==> config.mk <==
export PLATFORM = sky130hd
export DESIGN_NAME = r4_ibf_stream
export DESIGN_NICKNAME = d
export VERILOG_FILES = /design/src/rtl/r4_ibf_stream.sv
export SDC_FILE = /design/constraint.sdc
export NUM_CORES = 1
export LEC_CHECK = 0
export CELL_PAD_IN_SITES_DETAIL_PLACEMENT = 1
export CELL_PAD_IN_SITES_GLOBAL_PLACEMENT = 1
export CORE_ASPECT_RATIO = 0.6
export CORE_MARGIN = 4
export CORE_UTILIZATION = 55
export CTS_CLUSTER_SIZE = 12
export DETAILED_ROUTE_END_ITERATION = 12
export MAX_ROUTING_LAYER = met4
export PLACE_DENSITY_LB_ADDON = 0.15
export SLEW_MARGIN = 40
export SYNTH_ARGS = -nofsm -noshare
export SYNTH_HDL_FRONTEND = slang
export SYNTH_SLANG_ARGS = --single-unit
==> constraint.sdc <==
create_clock -name clk -period 10.6 [get_ports clk]
set_input_delay 2.12 -clock clk [delete_from_list [all_inputs] [get_ports clk]]
set_output_delay 2.12 -clock clk [all_outputs]
set_load 0.1 [all_outputs]
==> src/rtl/r4_ibf_stream.sv <==
// r4_ibf_stream: streaming inverse radix-4 butterfly for the IFFT path.
// Collects four complex samples x0..x3, computes f_k = sum_n x_n * (+i)^(n*k) in one cycle,
// optionally scales by 1/4 (arithmetic shift, floor), then emits f0..f3 one per handshake.
// Groups never overlap: input is stalled while a group is being computed or emitted.
//
// Ports
//   clk        rising-edge clock
//   reset      synchronous, active-high
//   in_valid   input sample valid
//   in_ready   block can accept a sample (only while collecting)
//   in_r/in_i  input sample, signed W-bit real/imag
//   out_valid  output sample valid
//   out_ready  downstream accepts the output
//   out_r/out_i output sample f_k, signed W-bit real/imag
//   out_idx    index k of the presented f_k
//   out_last   high with f3
//   busy       high whenever a group is partially collected, computing or emitting
module r4_ibf_stream #(
  parameter int unsigned W     = 16,
  parameter bit          SCALE = 1'b1
) (
  input  logic                clk,
  input  logic                reset,
  input  logic                in_valid,
  output logic                in_ready,
  input  logic signed [W-1:0] in_r,
  input  logic signed [W-1:0] in_i,
  output logic                out_valid,
  input  logic                out_ready,
  output logic signed [W-1:0] out_r,
  output logic signed [W-1:0] out_i,
  output logic [1:0]          out_idx,
  output logic                out_last,
  output logic                busy
);

  localparam int unsigned WE = W + 2;

  typedef enum logic [1:0] {
    StCollect,
    StCompute,
    StEmit
  } state_e;

  state_e state_q, state_d;
  logic [1:0] cnt_q, cnt_d;
  logic [1:0] idx_q, idx_d;
  logic       capture;
  logic       load;

  logic signed [W-1:0]  xr_q [4];
  logic signed [W-1:0]  xi_q [4];
  logic signed [W-1:0]  fr_q [4];
  logic signed [W-1:0]  fi_q [4];
  logic signed [WE-1:0] er   [4];
  logic signed [WE-1:0] ei   [4];
  logic signed [WE-1:0] sum_r [4];
  logic signed [WE-1:0] sum_i [4];
  logic signed [W-1:0]  res_r [4];
  logic signed [W-1:0]  res_i [4];

  // Butterfly: multiplying by i maps (a, b) to (-b, a).
  always_comb begin
    for (int n = 0; n < 4; n++) begin
      er[n] = {{2{xr_q[n][W-1]}}, xr_q[n]};
      ei[n] = {{2{xi_q[n][W-1]}}, xi_q[n]};
    end
    sum_r[0] = er[0] + er[1] + er[2] + er[3];
    sum_i[0] = ei[0] + ei[1] + ei[2] + ei[3];
    sum_r[1] = er[0] - ei[1] - er[2] + ei[3];
    sum_i[1] = ei[0] + er[1] - ei[2] - er[3];
    sum_r[2] = er[0] - er[1] + er[2] - er[3];
    sum_i[2] = ei[0] - ei[1] + ei[2] - ei[3];
    sum_r[3] = er[0] + ei[1] - er[2] - ei[3];
    sum_i[3] = ei[0] - er[1] - ei[2] + er[3];
    for (int k = 0; k < 4; k++) begin
      if (SCALE) begin
        res_r[k] = W'(sum_r[k] >>> 2);
        res_i[k] = W'(sum_i[k] >>> 2);
      end else begin
        res_r[k] = sum_r[k][W-1:0];
        res_i[k] = sum_i[k][W-1:0];
      end
    end
  end

  always_comb begin
    state_d   = state_q;
    cnt_d     = cnt_q;
    idx_d     = idx_q;
    in_ready  = 1'b0;
    out_valid = 1'b0;
    capture   = 1'b0;
    load      = 1'b0;
    unique case (state_q)
      StCollect: begin
        in_ready = 1'b1;
        if (in_valid) begin
          capture = 1'b1;
          cnt_d   = 2'(cnt_q + 2'd1);
          if (cnt_q == 2'd3) state_d = StCompute;
        end
      end
      StCompute: begin
        load    = 1'b1;
        idx_d   = 2'd0;
        state_d = StEmit;
      end
      StEmit: begin
        out_valid = 1'b1;
        if (out_ready) begin
          // On the final accept idx stays at 3 so the outputs hold f3 while idle;
          // it is cleared on entry to the next emit.
          if (idx_q == 2'd3) state_d = StCollect;
          else               idx_d   = 2'(idx_q + 2'd1);
        end
      end
      default: state_d = StCollect;
    endcase
  end

  always_ff @(posedge clk) begin
    if (reset) begin
      state_q <= StCollect;
      cnt_q   <= 2'd0;
      idx_q   <= 2'd0;
      for (int k = 0; k < 4; k++) begin
        fr_q[k] <= '0;
        fi_q[k] <= '0;
      end
    end else begin
      state_q <= state_d;
      cnt_q   <= cnt_d;
      idx_q   <= idx_d;
      if (load) begin
        for (int k = 0; k < 4; k++) begin
          fr_q[k] <= res_r[k];
          fi_q[k] <= res_i[k];
        end
      end
    end
  end

  // Sample store needs no reset: all four slots are rewritten before every compute.
  always_ff @(posedge clk) begin
    if (!reset && capture) begin
      xr_q[cnt_q] <= in_r;
      xi_q[cnt_q] <= in_i;
    end
  end

  assign out_r    = fr_q[idx_q];
  assign out_i    = fi_q[idx_q];
  assign out_idx  = idx_q;
  assign out_last = (idx_q == 2'd3);
  assign busy     = (state_q != StCollect) || (cnt_q != 2'd0);

endmodule

==> results of run 1 <==
cells in the final DEF, fill, tap and decap left out, types with 5 or more instances in the layout:
cell type	netlist	final
sky130_fd_sc_hd__inv_1	414	414
sky130_fd_sc_hd__fa_1	258	258
sky130_fd_sc_hd__edfxtp_1	256	256
sky130_fd_sc_hd__ha_1	137	137
sky130_fd_sc_hd__nor2_1	110	110
sky130_fd_sc_hd__a21oi_1	92	92
sky130_fd_sc_hd__nor3_1	70	70
sky130_fd_sc_hd__nand2_1	65	65
sky130_fd_sc_hd__a21o_1	42	42
sky130_fd_sc_hd__xnor2_1	41	41
sky130_fd_sc_hd__buf_2	6	38
sky130_fd_sc_hd__clkdlybuf4s50_1	0	35
sky130_fd_sc_hd__mux4_2	32	32
sky130_fd_sc_hd__o21ai_0	30	30
sky130_fd_sc_hd__clkbuf_16	0	29
sky130_fd_sc_hd__xor2_1	28	28
sky130_fd_sc_hd__nand3_1	26	26
sky130_fd_sc_hd__o21a_1	25	25
sky130_fd_sc_hd__nor3b_1	14	14
sky130_fd_sc_hd__and3_1	13	13
sky130_fd_sc_hd__nor2b_1	12	12
sky130_fd_sc_hd__o21bai_1	12	12
sky130_fd_sc_hd__clkbuf_1	17	11
sky130_fd_sc_hd__a211oi_1	10	10
sky130_fd_sc_hd__and2_1	14	10
sky130_fd_sc_hd__or3_1	10	10
sky130_fd_sc_hd__nand2b_1	10	9
sky130_fd_sc_hd__nand4_1	9	9
sky130_fd_sc_hd__mux2i_1	8	8
sky130_fd_sc_hd__clkinv_1	0	7
sky130_fd_sc_hd__a31oi_1	6	6
sky130_fd_sc_hd__dfxtp_1	8	6
sky130_fd_sc_hd__nand4b_1	5	5
sky130_fd_sc_hd__o21ai_1	5	5
sky130_fd_sc_hd__a311oi_1	5	5
sky130_fd_sc_hd__o31ai_1	6	5
sky130_fd_sc_hd__nor4_1	5	5
sky130_fd_sc_hd__buf_4	0	5
layer usage:
layer / vias up / part of all wire, % / GRT usage (%)
met5: - / 0 / -
met4: 0 / 2.6 / 7.60
met3: 130 / 12 / 8.75
met2: 916 / 43 / 50.7
met1: 7957 / 43 / 51.4
li1: 6441 / - / -
state kept, by name (all words and copies together) (netlist names), named ones only:
signal and cells:
xr_q 64, cnt_q 2, fr_q 64, xi_q 64, state_q 2, fi_q 64, out_idx 2
area by class of cell:
cell class,count,area [um2],share of cell area [%]
clock buffers,40,767,3.24
diodes,4,10.0,0.0423
well taps,513,642,2.71
flip-flops and latches,264,7850,33.2
clock inverters,11,81.3,0.344
multi-input cells,1170,12100,51.4
repair buffers,79,598,2.53
inverters,414,1550,6.57
per-stage QoR:
| stage | setup WS, ns | hold slack, ns | instance area, um2 | std cells | total power [W] |
|---|---|---|---|---|---|
| floorplan | 4.60 | 0.469 | 21700 | 1875 | 0.00186 |
| global route | 5.58 | 0.572 | 23600 | 2493 | 0.00330 |
| CTS | 5.70 | 0.543 | 23600 | 2491 | 0.00315 |
| finish | 5.71 | 0.544 | 23700 | 2495 | 0.00318 |
| global placement | 5.59 | 0.483 | 23000 | 2439 | 0.00212 |
| detailed placement | 5.62 | 0.544 | 22800 | 2440 | 0.00217 |
path summary, 6_finish.rpt:
kind	from	cells after the start	endpoint	slack [ns]
worst max-delay path	flip-flop	3	out_i[2]	5.71
worst min-delay path	cnt_q[1]	2	cnt_q[1]	0.54
worst max register to register	xr_q[3][2]	12	fr_q[2][15]	5.90
worst min register to register	cnt_q[1]	2	cnt_q[1]	0.54
cells by family (layout without fill, tap and decap cells):
kind of cell,Yosys count,in the layout,share of synthesized area (%)
XOR/XNOR,69,69,2.79
flip-flops,264,264,36.2
AO/OA/AOI/OAI,286,286,9.01
adder cells (fa/ha/maj),395,395,31.8
multiplexers,40,40,3.70
other,0,4,0
AND/OR/NAND/NOR,380,380,8.71
buffers and inverters,441,544,7.77
report_power, final:
group	total (W)	internal, W	switching, W
sequential	0.00120	0.00118	0.0000246
combinational	0.00100	0.000356	0.000648
clock	0.000971	0.000527	0.000444
critical path, stage by stage, from the launching register on:
cell and delay, ns:
sky130_fd_sc_hd__dfxtp_2 0.72, sky130_fd_sc_hd__buf_4 0.52, sky130_fd_sc_hd__mux4_2 0.58, sky130_fd_sc_hd__buf_2 0.31
==> run_results.csv, run 1 <==
group,metric,value,unit
run_status,status,"complete, no violations",
timing,max_freq,205,MHz
clock_network,post_cts_resized,0,
global_route,first_global_vias,16900,
timing,hold_viol,0,
detailed_routing,drt_first_iter_violations,1812,
global_route,maximum_number_of_pins_on_one_net_before_global_route_repair,63,
detailed_routing,drt-pass1-iter-count,5,
timing,timing.clock.skew,0.0217,ns
synthesis,yosys_most_used_dff,"sky130_fd_sc_hd__edfxtp_1",
synthesis,post_synth_instance_area,0.0217,mm2
global_route,global_route_wire_length_before_repair,109,mm
job,drv.max_cap_violation_count,0,
final_layout,area_growth_syn_to_layout,9.23,%
synthesis,synth_cells,1875,
synthesis,count_of_flip_flops_with_a_built_in_enable_after_synthesis,256,
placed_design,port_buffers,73,
timing,grt_setup_unrepaired,"false",
detailed_routing,via_total_after_detailed_routing,15400,
synthesis,seq_area_frac_synth,36.2,%
timing,final_max_slew_viol_count,0,
clock_network,holdBufCountCts,0,
setup_path,worst_ep_arrival_time,2.77,ns
detailed_routing,drt-vias-per-instance,6.19,
synthesis,yosysWarnings,0,
floorplanning,io-pin-count,74,
final_layout,finish.net_count,2389,
synthesis,synth_largest_type_area_fraction,35.5,%
clock_network,postCtsSetupRepairBufs,0,
detailed_routing,drc_errors,0,
clock_network,htree_levels,1,
final_layout,fillers,4004,
setup_path,critPathKind,"reg2out",
clock_network,cts_num_sinks,264,
synthesis,synthDistinctLibCells,76,
pwr,total_leakage_power,10.3,nW
floorplanning,placement_rows,55,
final_layout,fraction_of_final_layout_cells_sized_beyond_drive_strength_1,7.53,%
timing,slew-limit-headroom,33.8,%
synthesis,syn_avg_cell_area,11.5,um2
setup_path,worstSetupStartpointType,"flip-flop",
min_path,hp-class,"reg2reg",
clock_network,cts_root_buffer,"sky130_fd_sc_hd__clkbuf_16",
clock_network,clock_buffer_depth,3,
floorplanning,die_w,264,um
pwr,worst_ir_drop_vdd,86.7,uV
final_layout,layout.core_utilization,61.8,%
timing,timing.setup.tns,0,ns
setup_path,worst-path-max-fanout,22,
floorplanning,die_h,162,um
synthesis,yosys.cell_count.top_type,"sky130_fd_sc_hd__inv_1",
synthesis,syn_nets,2306,
clock_network,cts.reportedPaths.clkPinSlew,0.07,ns
pwr,power_density,134,mW/mm2
detailed_routing,ant_nets,0,
detailed_routing,drt-wirelength-per-cell,28.6,um
global_route,grt_antenna_before_repair,2,
clock_network,cts_inserted_buffers,29,
timing,final_setup_violations,0,
synthesis,leading_cell_types_by_count_after_synthesis,"414 x sky130_fd_sc_hd__inv_1, 258 x sky130_fd_sc_hd__fa_1, 256 x sky130_fd_sc_hd__edfxtp_1",
global_route,gr-total-overflow,0,
floorplanning,initial_standard_cell_utilization_of_the_core,56.6,%
setup_path,required,8.48,ns
placed_design,gp_routability_congestion,0.923,
detailed_routing,routed_wl,71.4,mm
timing,tightestPinTransition,0.986,ns
clock_network,tritoncts,"built",
synthesis,synth_seq_cells,264,
floorplanning,core,0.0383,mm2
synthesis,postSynth.asyncResetShare,0,%
synthesis,top_area_cells_in_the_synthesized_netlist,"sky130_fd_sc_hd__edfxtp_1 36%, sky130_fd_sc_hd__fa_1 24%, sky130_fd_sc_hd__ha_1 7.9%",
synthesis,synth_largest_area_cell,"sky130_fd_sc_hd__edfxtp_1",
global_route,global_route_usage_sum,35.1,%
setup_path,critPathCaptureType,"output port",
floorplanning,fp.dieArea,0.0427,mm2
placed_design,detailed_place_hpwl,55.9,mm
timing,post-route-period-util,46.1,%
timing,finalWorstPathRequiredPeriod,4.89,ns
clock_network,worst_skew_pair.late_latency,0.58,ns
(Power assumes the default switching activity.)
==> run 2: changes to the inputs <==
CORE_UTILIZATION = 52   (was 55)
clock period = 4.8 ns   (was 10.6 ns; I/O delays follow)
==> run_results.csv, run 2 (synthesized netlist as in run 1, its figures left out) <==
group,metric,value,unit
clock_network,tritoncts,"built",
final_layout,area_growth_syn_to_layout,10.6,%
pwr,cellInternalPower,0.00470,W
timing,finalWorstPathRequiredPeriod,4.10,ns
pwr,netSwitchingPower,0.00236,W
clock_network,cts_num_sinks,264,
timing,slew-limit-headroom,50.3,%
clock_network,holdBufCountCts,0,
final_layout,finish.net_count,2401,
timing,post-route-period-util,85.5,%
timing,timing.setup.tns,0,ns
pwr,swShare,33.4,%
timing,max_freq,244,MHz
clock_network,cts.reportedPaths.clkPinSlew,0.07,ns
detailed_routing,drt_first_iter_violations,1978,
final_layout,fraction_of_final_layout_cells_sized_beyond_drive_strength_1,8.26,%
floorplanning,die_h,166,um
min_path,timing.hold.worst_path_depth,2,
global_route,gr-total-overflow,0,
clock_network,cts_root_buffer,"sky130_fd_sc_hd__clkbuf_16",
global_route,global_route_usage_sum,31.7,%
setup_path,worst_ep_arrival_time,4.41,ns
run_status,status,"complete, no violations",
placed_design,port_buffers,73,
setup_path,worstPathBufferInverterCount,2,
global_route,global_route_wire_length_before_repair,104,mm
setup_path,worst_path_largest_cell_delay,0.54,ns
clock_network,clock_buffer_depth,3,
placed_design,gp_routability_congestion,0.982,
floorplanning,initial_standard_cell_utilization_of_the_core,53.1,%
timing,final_max_slew_viol_count,0,
setup_path,required,5.11,ns
detailed_routing,via_total_after_detailed_routing,15100,
final_layout,layout.cells.most_common,"sky130_fd_sc_hd__inv_1",
clock_network,htree_levels,1,
timing,final_setup_violations,0,
setup_path,worst-path-max-fanout,3,
detailed_routing,drt-wirelength-per-cell,26.9,um
floorplanning,placement_rows,57,
setup_path,worstSetupPathDepth,12,
pwr,power_density,295,mW/mm2
timing,fin_hold_ws,0.530,ns
min_path,hp-class,"reg2reg",
clock_network,post_cts_resized,0,
placed_design,detailed_place_hpwl,56.0,mm
global_route,first_global_vias,16100,
pwr,p_clk_share,32.2,%
timing,timing.clock.skew,0.0193,ns
timing,tightestPinTransition,0.745,ns
timing,grt_setup_unrepaired,"false",
pwr,total_leakage_power,10.5,nW
job,drv.max_cap_violation_count,0,
detailed_routing,drt-pass1-iter-count,8,
detailed_routing,ant_nets,0,
clock_network,postCtsSetupRepairBufs,0,
detailed_routing,drc_errors,0,
global_route,maximum_number_of_pins_on_one_net_before_global_route_repair,65,
pwr,worst_ir_drop_vdd,233,uV
global_route,grt_antenna_before_repair,1,
final_layout,layout.cells.most_common_list,"414 x sky130_fd_sc_hd__inv_1, 258 x sky130_fd_sc_hd__fa_1, 256 x sky130_fd_sc_hd__edfxtp_1",
setup_path,critPathSlowestCell,"sky130_fd_sc_hd__fa_1",
clock_network,worst_skew_pair.late_latency,0.57,ns
floorplanning,core,0.0408,mm2
timing,hold_viol,0,
detailed_routing,routed_wl,68.5,mm
setup_path,cpLargestDelayFamily,"adder cells",
pwr,comb_power_share,30.3,%
setup_path,ff2ff_path_depth,12,
setup_path,timing.critical_path.cells,"inv_1 > fa_1 > fa_1 > inv_1 > ha_1 > a21oi_1 > a21oi_1 > or2_4 > a311o_2 > a21oi_2 > xor2_1 > nor2_1",
floorplanning,fp.dieArea,0.0451,mm2
pwr,share_seq_of_total_power,37.5,%
setup_path,critPathCaptureType,"flip-flop",
floorplanning,io-pin-count,74,
floorplanning,die_w,271,um
clock_network,cts_inserted_buffers,29,
setup_path,critPathKind,"reg2reg",
detailed_routing,drt-vias-per-instance,5.91,
setup_path,worstSetupStartpointType,"flip-flop",
-- run 2: cell types whose count changed in the layout (fill, tap and decap cells not counted), moves of 2 or more --
cell | previous run | this run
sky130_fd_sc_hd__buf_4 | 5 | 41
sky130_fd_sc_hd__buf_2 | 38 | 11
sky130_fd_sc_hd__clkbuf_1 | 11 | 5
sky130_fd_sc_hd__and2_2 | 1 | 5
sky130_fd_sc_hd__and2_4 | 4 | 0
sky130_fd_sc_hd__buf_12 | 1 | 4
sky130_fd_sc_hd__bufinv_16 | 1 | 4
sky130_fd_sc_hd__clkinv_1 | 7 | 5
sky130_fd_sc_hd__diode_2 | 4 | 2
-- run 2: worst paths after layout --
kind	from	endpoint	slack [ns]
max	xr_q[3][2]	fr_q[2][8]	0.70
min	cnt_q[1]	cnt_q[1]	0.53
max reg2reg	xr_q[3][2]	fr_q[2][8]	0.70
min reg2reg	cnt_q[1]	cnt_q[1]	0.53
-- run 2: cell type report --
type,count,area (um2)
repair buffers,91,793
fillers,4247,16800
inverters,414,1550
clock inverters,13,165
clock buffers,34,744
multi-input cells,1170,12100
diodes,2,5.00
flip-flops and latches,264,7850
well taps,560,701
-- run 2: per-stage QoR --
step           worst slack, ns  power, W  cells  instance area [um2]  util (%)
2_1_floorplan             1.08   0.00410   1875                21700         -
3_3_place_gp             0.865   0.00467   2497                23100      56.5
3_5_place_dp             0.786   0.00476   2499                23000      56.5
4_1_cts                  0.708   0.00704   2546                23900      58.7
5_1_grt                  0.536   0.00737   2547                23900      58.7
6_report                 0.697   0.00706   2548                24000      58.7
-- run 2: power by group through the flow --
| stage | registers (W) | clock network, W | logic [W] |
|---|---|---|---|
| 6_report | 0.00265 | 0.00227 | 0.00214 |
| 5_1_grt | 0.00266 | 0.00240 | 0.00231 |
| 4_1_cts | 0.00265 | 0.00230 | 0.00209 |
| 3_5_place_dp | 0.00270 | 0 | 0.00207 |
| 3_3_place_gp | 0.00269 | 0 | 0.00198 |
| 2_1_floorplan | 0.00268 | 0 | 0.00142 |
-- run 2: worst min-delay path, cell delays in order (launching register included) --
cell and delay (ns):
sky130_fd_sc_hd__dfxtp_1 0.35, sky130_fd_sc_hd__nand2_1 0.07, sky130_fd_sc_hd__a21oi_1 0.06
-- run 2: per-layer routing --
layer  up-vias  part of all wire, %  wire length [um]  GRT usage, %
li1       6476                    -                 -             -
met1      7821                   47             32200          49.3
met2       691                   41             28100          43.8
met3        82                   11              7270          7.73
met4         0                  1.5              1040          3.68
met5         -                    0                 0             -
==> run 3: changes to the inputs <==
CTS_CLUSTER_SIZE = unset   (was 12)
TNS_END_PERCENT = 5   (was unset)
==> run_results.csv, run 3 (synthesized netlist as in run 1, its figures left out) <==
group,metric,value,unit
run_status,status,"complete, no violations",
detailed_routing,drt-wirelength-per-cell,26.8,um
final_layout,layout.core_utilization,58.6,%
global_route,grt_antenna_before_repair,2,
clock_network,cts_root_buffer,"sky130_fd_sc_hd__clkbuf_16",
job,drv.max_cap_violation_count,0,
setup_path,worstSetupEndpoint,"fr_q[2][8]",
global_route,global_route_usage_sum,31.7,%
final_layout,fraction_of_final_layout_cells_sized_beyond_drive_strength_1,8.39,%
setup_path,startpoint,"xr_q[3][2]",
global_route,maximum_number_of_pins_on_one_net_before_global_route_repair,65,
floorplanning,die_h,166,um
detailed_routing,drt-pass1-iter-count,6,
floorplanning,fp.dieArea,0.0451,mm2
clock_network,cts_num_sinks,264,
floorplanning,initial_standard_cell_utilization_of_the_core,53.1,%
floorplanning,io-pin-count,74,
setup_path,crit-reg2reg-capture,"fr_q[2][8]",
pwr,finalPower,0.00695,W
floorplanning,core,0.0408,mm2
detailed_routing,via_total_after_detailed_routing,15000,
setup_path,worst_path_largest_cell_delay,0.54,ns
setup_path,worst_ep_arrival_time,4.52,ns
global_route,first_global_vias,16100,
clock_network,worst_skew_pair.late_latency,0.58,ns
timing,final_max_slew_viol_count,0,
clock_network,holdBufCountCts,0,
detailed_routing,ant_nets,0,
timing,tightestPinTransition,0.755,ns
final_layout,layout.cells.most_common_list,"414 x sky130_fd_sc_hd__inv_1, 258 x sky130_fd_sc_hd__fa_1, 256 x sky130_fd_sc_hd__edfxtp_1",
floorplanning,die_w,271,um
setup_path,worst-path-max-fanout,3,
clock_network,postCtsSetupRepairBufs,0,
timing,post-route-period-util,87.4,%
clock_network,cts_inserted_buffers,29,
pwr,power_density,291,mW/mm2
setup_path,worstSetupPathDepth,12,
timing,hold_viol,0,
final_layout,area_growth_syn_to_layout,10.4,%
setup_path,worstSetupStartpointType,"flip-flop",
timing,timing.clock.skew,0.0195,ns
final_layout,finish.net_count,2401,
setup_path,critPathKind,"reg2reg",
timing,slew-limit-headroom,49.7,%
setup_path,critPathSlowestCell,"sky130_fd_sc_hd__fa_1",
global_route,global_route_wire_length_before_repair,103,mm
timing,timing.setup.tns,0,ns
clock_network,tritoncts,"built",
setup_path,critPathCaptureType,"flip-flop",
global_route,groute.layer.met2.usage,43.1,%
detailed_routing,drt_first_iter_violations,1765,
setup_path,timing.critical_path.cells,"inv_1 > fa_1 > fa_1 > inv_1 > ha_1 > a21oi_1 > a21oi_1 > or2_4 > a311o_2 > a21oi_2 > xor2_1 > nor2_1",
global_route,gr-total-overflow,0,
placed_design,gp_routability_congestion,0.982,
clock_network,post_cts_resized,0,
min_path,hp-class,"reg2reg",
timing,final_setup_violations,0,
setup_path,worstPathBufferInverterCount,2,
detailed_routing,routed_wl,68.3,mm
global_route,busiest_layer,"met1",
clock_network,htree_levels,1,
setup_path,required,5.12,ns
timing,grt_setup_unrepaired,"false",
clock_network,cts.reportedPaths.clkPinSlew,0.07,ns
detailed_routing,drc_errors,0,
detailed_routing,drt-vias-per-instance,5.88,
clock_network,clock_buffer_depth,3,
final_layout,layout.cells.most_common,"sky130_fd_sc_hd__inv_1",
timing,finalWorstPathRequiredPeriod,4.19,ns
pwr,total_leakage_power,10.4,nW
floorplanning,placement_rows,57,
placed_design,detailed_place_hpwl,56.0,mm
setup_path,ff2ff_path_depth,12,
setup_path,crit-reg2reg-launch,"xr_q[3][2]",
setup_path,rrSetupSlack,0.61,ns
placed_design,port_buffers,73,
global_route,globalRouteMet1Util,47.9,%
global_route,groute.layer.met3.usage,10.0,%
pwr,worst_ir_drop_vdd,248,uV
setup_path,cpLargestDelayFamily,"adder cells",
timing,max_freq,238,MHz
-- run 3: layout make-up --
class	instances	area, um2
flip-flops and latches	264	7850
fillers	4236	16900
repair buffers	91	793
well taps	560	701
clock buffers	36	752
diodes	2	5.00
inverters	414	1550
multi-input cells	1170	12100
clock inverters	16	121
-- run 3: routing by layer --
| layer | wire length, um | share of wire, % |
|---|---|---|
| met2 | 27800 | 41 |
| met5 | 0 | 0 |
| met3 | 8170 | 12 |
| met4 | 1180 | 1.7 |
| met1 | 31200 | 46 |
-- run 3: worst min path at each step --
stage	startpoint	to	slack, ns	depth (start not counted)
finish	cnt_q[1]	cnt_q[1]	0.53	2
global route	cnt_q[1]	cnt_q[1]	0.57	2
CTS	cnt_q[1]	cnt_q[1]	0.54	2
detailed placement	cnt_q[1]	cnt_q[1]	0.52	2
global placement	cnt_q[1]	cnt_q[1]	0.50	2
floorplan	cnt_q[1]	cnt_q[1]	0.47	2
-- run 3: stage by stage --
step	worst slack, ns	hold slack [ns]	cell area, um2	cells
2_1_floorplan	1.08	0.469	21700	1875
3_3_place_gp	0.865	0.497	23100	2497
3_5_place_dp	0.786	0.517	23000	2499
4_1_cts	0.743	0.537	23900	2551
5_1_grt	0.469	0.575	23900	2553
6_report	0.605	0.535	23900	2553
-- run 3: where the power goes --
part	internal [W]	leakage, nW	switching (W)
sequential	0.00260	2.55	0.0000467
combinational	0.000794	7.47	0.00134
clock	0.00117	0.418	0.000995
total	0.00457	10.4	0.00239
-- run 3: worst register-to-register path, cell delays in order, from the launching register on --
cell	delay [ns]
sky130_fd_sc_hd__edfxtp_1	0.46
sky130_fd_sc_hd__inv_1	0.14
sky130_fd_sc_hd__fa_1	0.54
sky130_fd_sc_hd__fa_1	0.50
sky130_fd_sc_hd__inv_1	0.04
sky130_fd_sc_hd__ha_1	0.31
sky130_fd_sc_hd__a21oi_1	0.43
sky130_fd_sc_hd__a21oi_1	0.31
sky130_fd_sc_hd__or2_4	0.33
sky130_fd_sc_hd__a311o_2	0.43
sky130_fd_sc_hd__a21oi_2	0.16
sky130_fd_sc_hd__xor2_1	0.24
sky130_fd_sc_hd__nor2_1	0.06
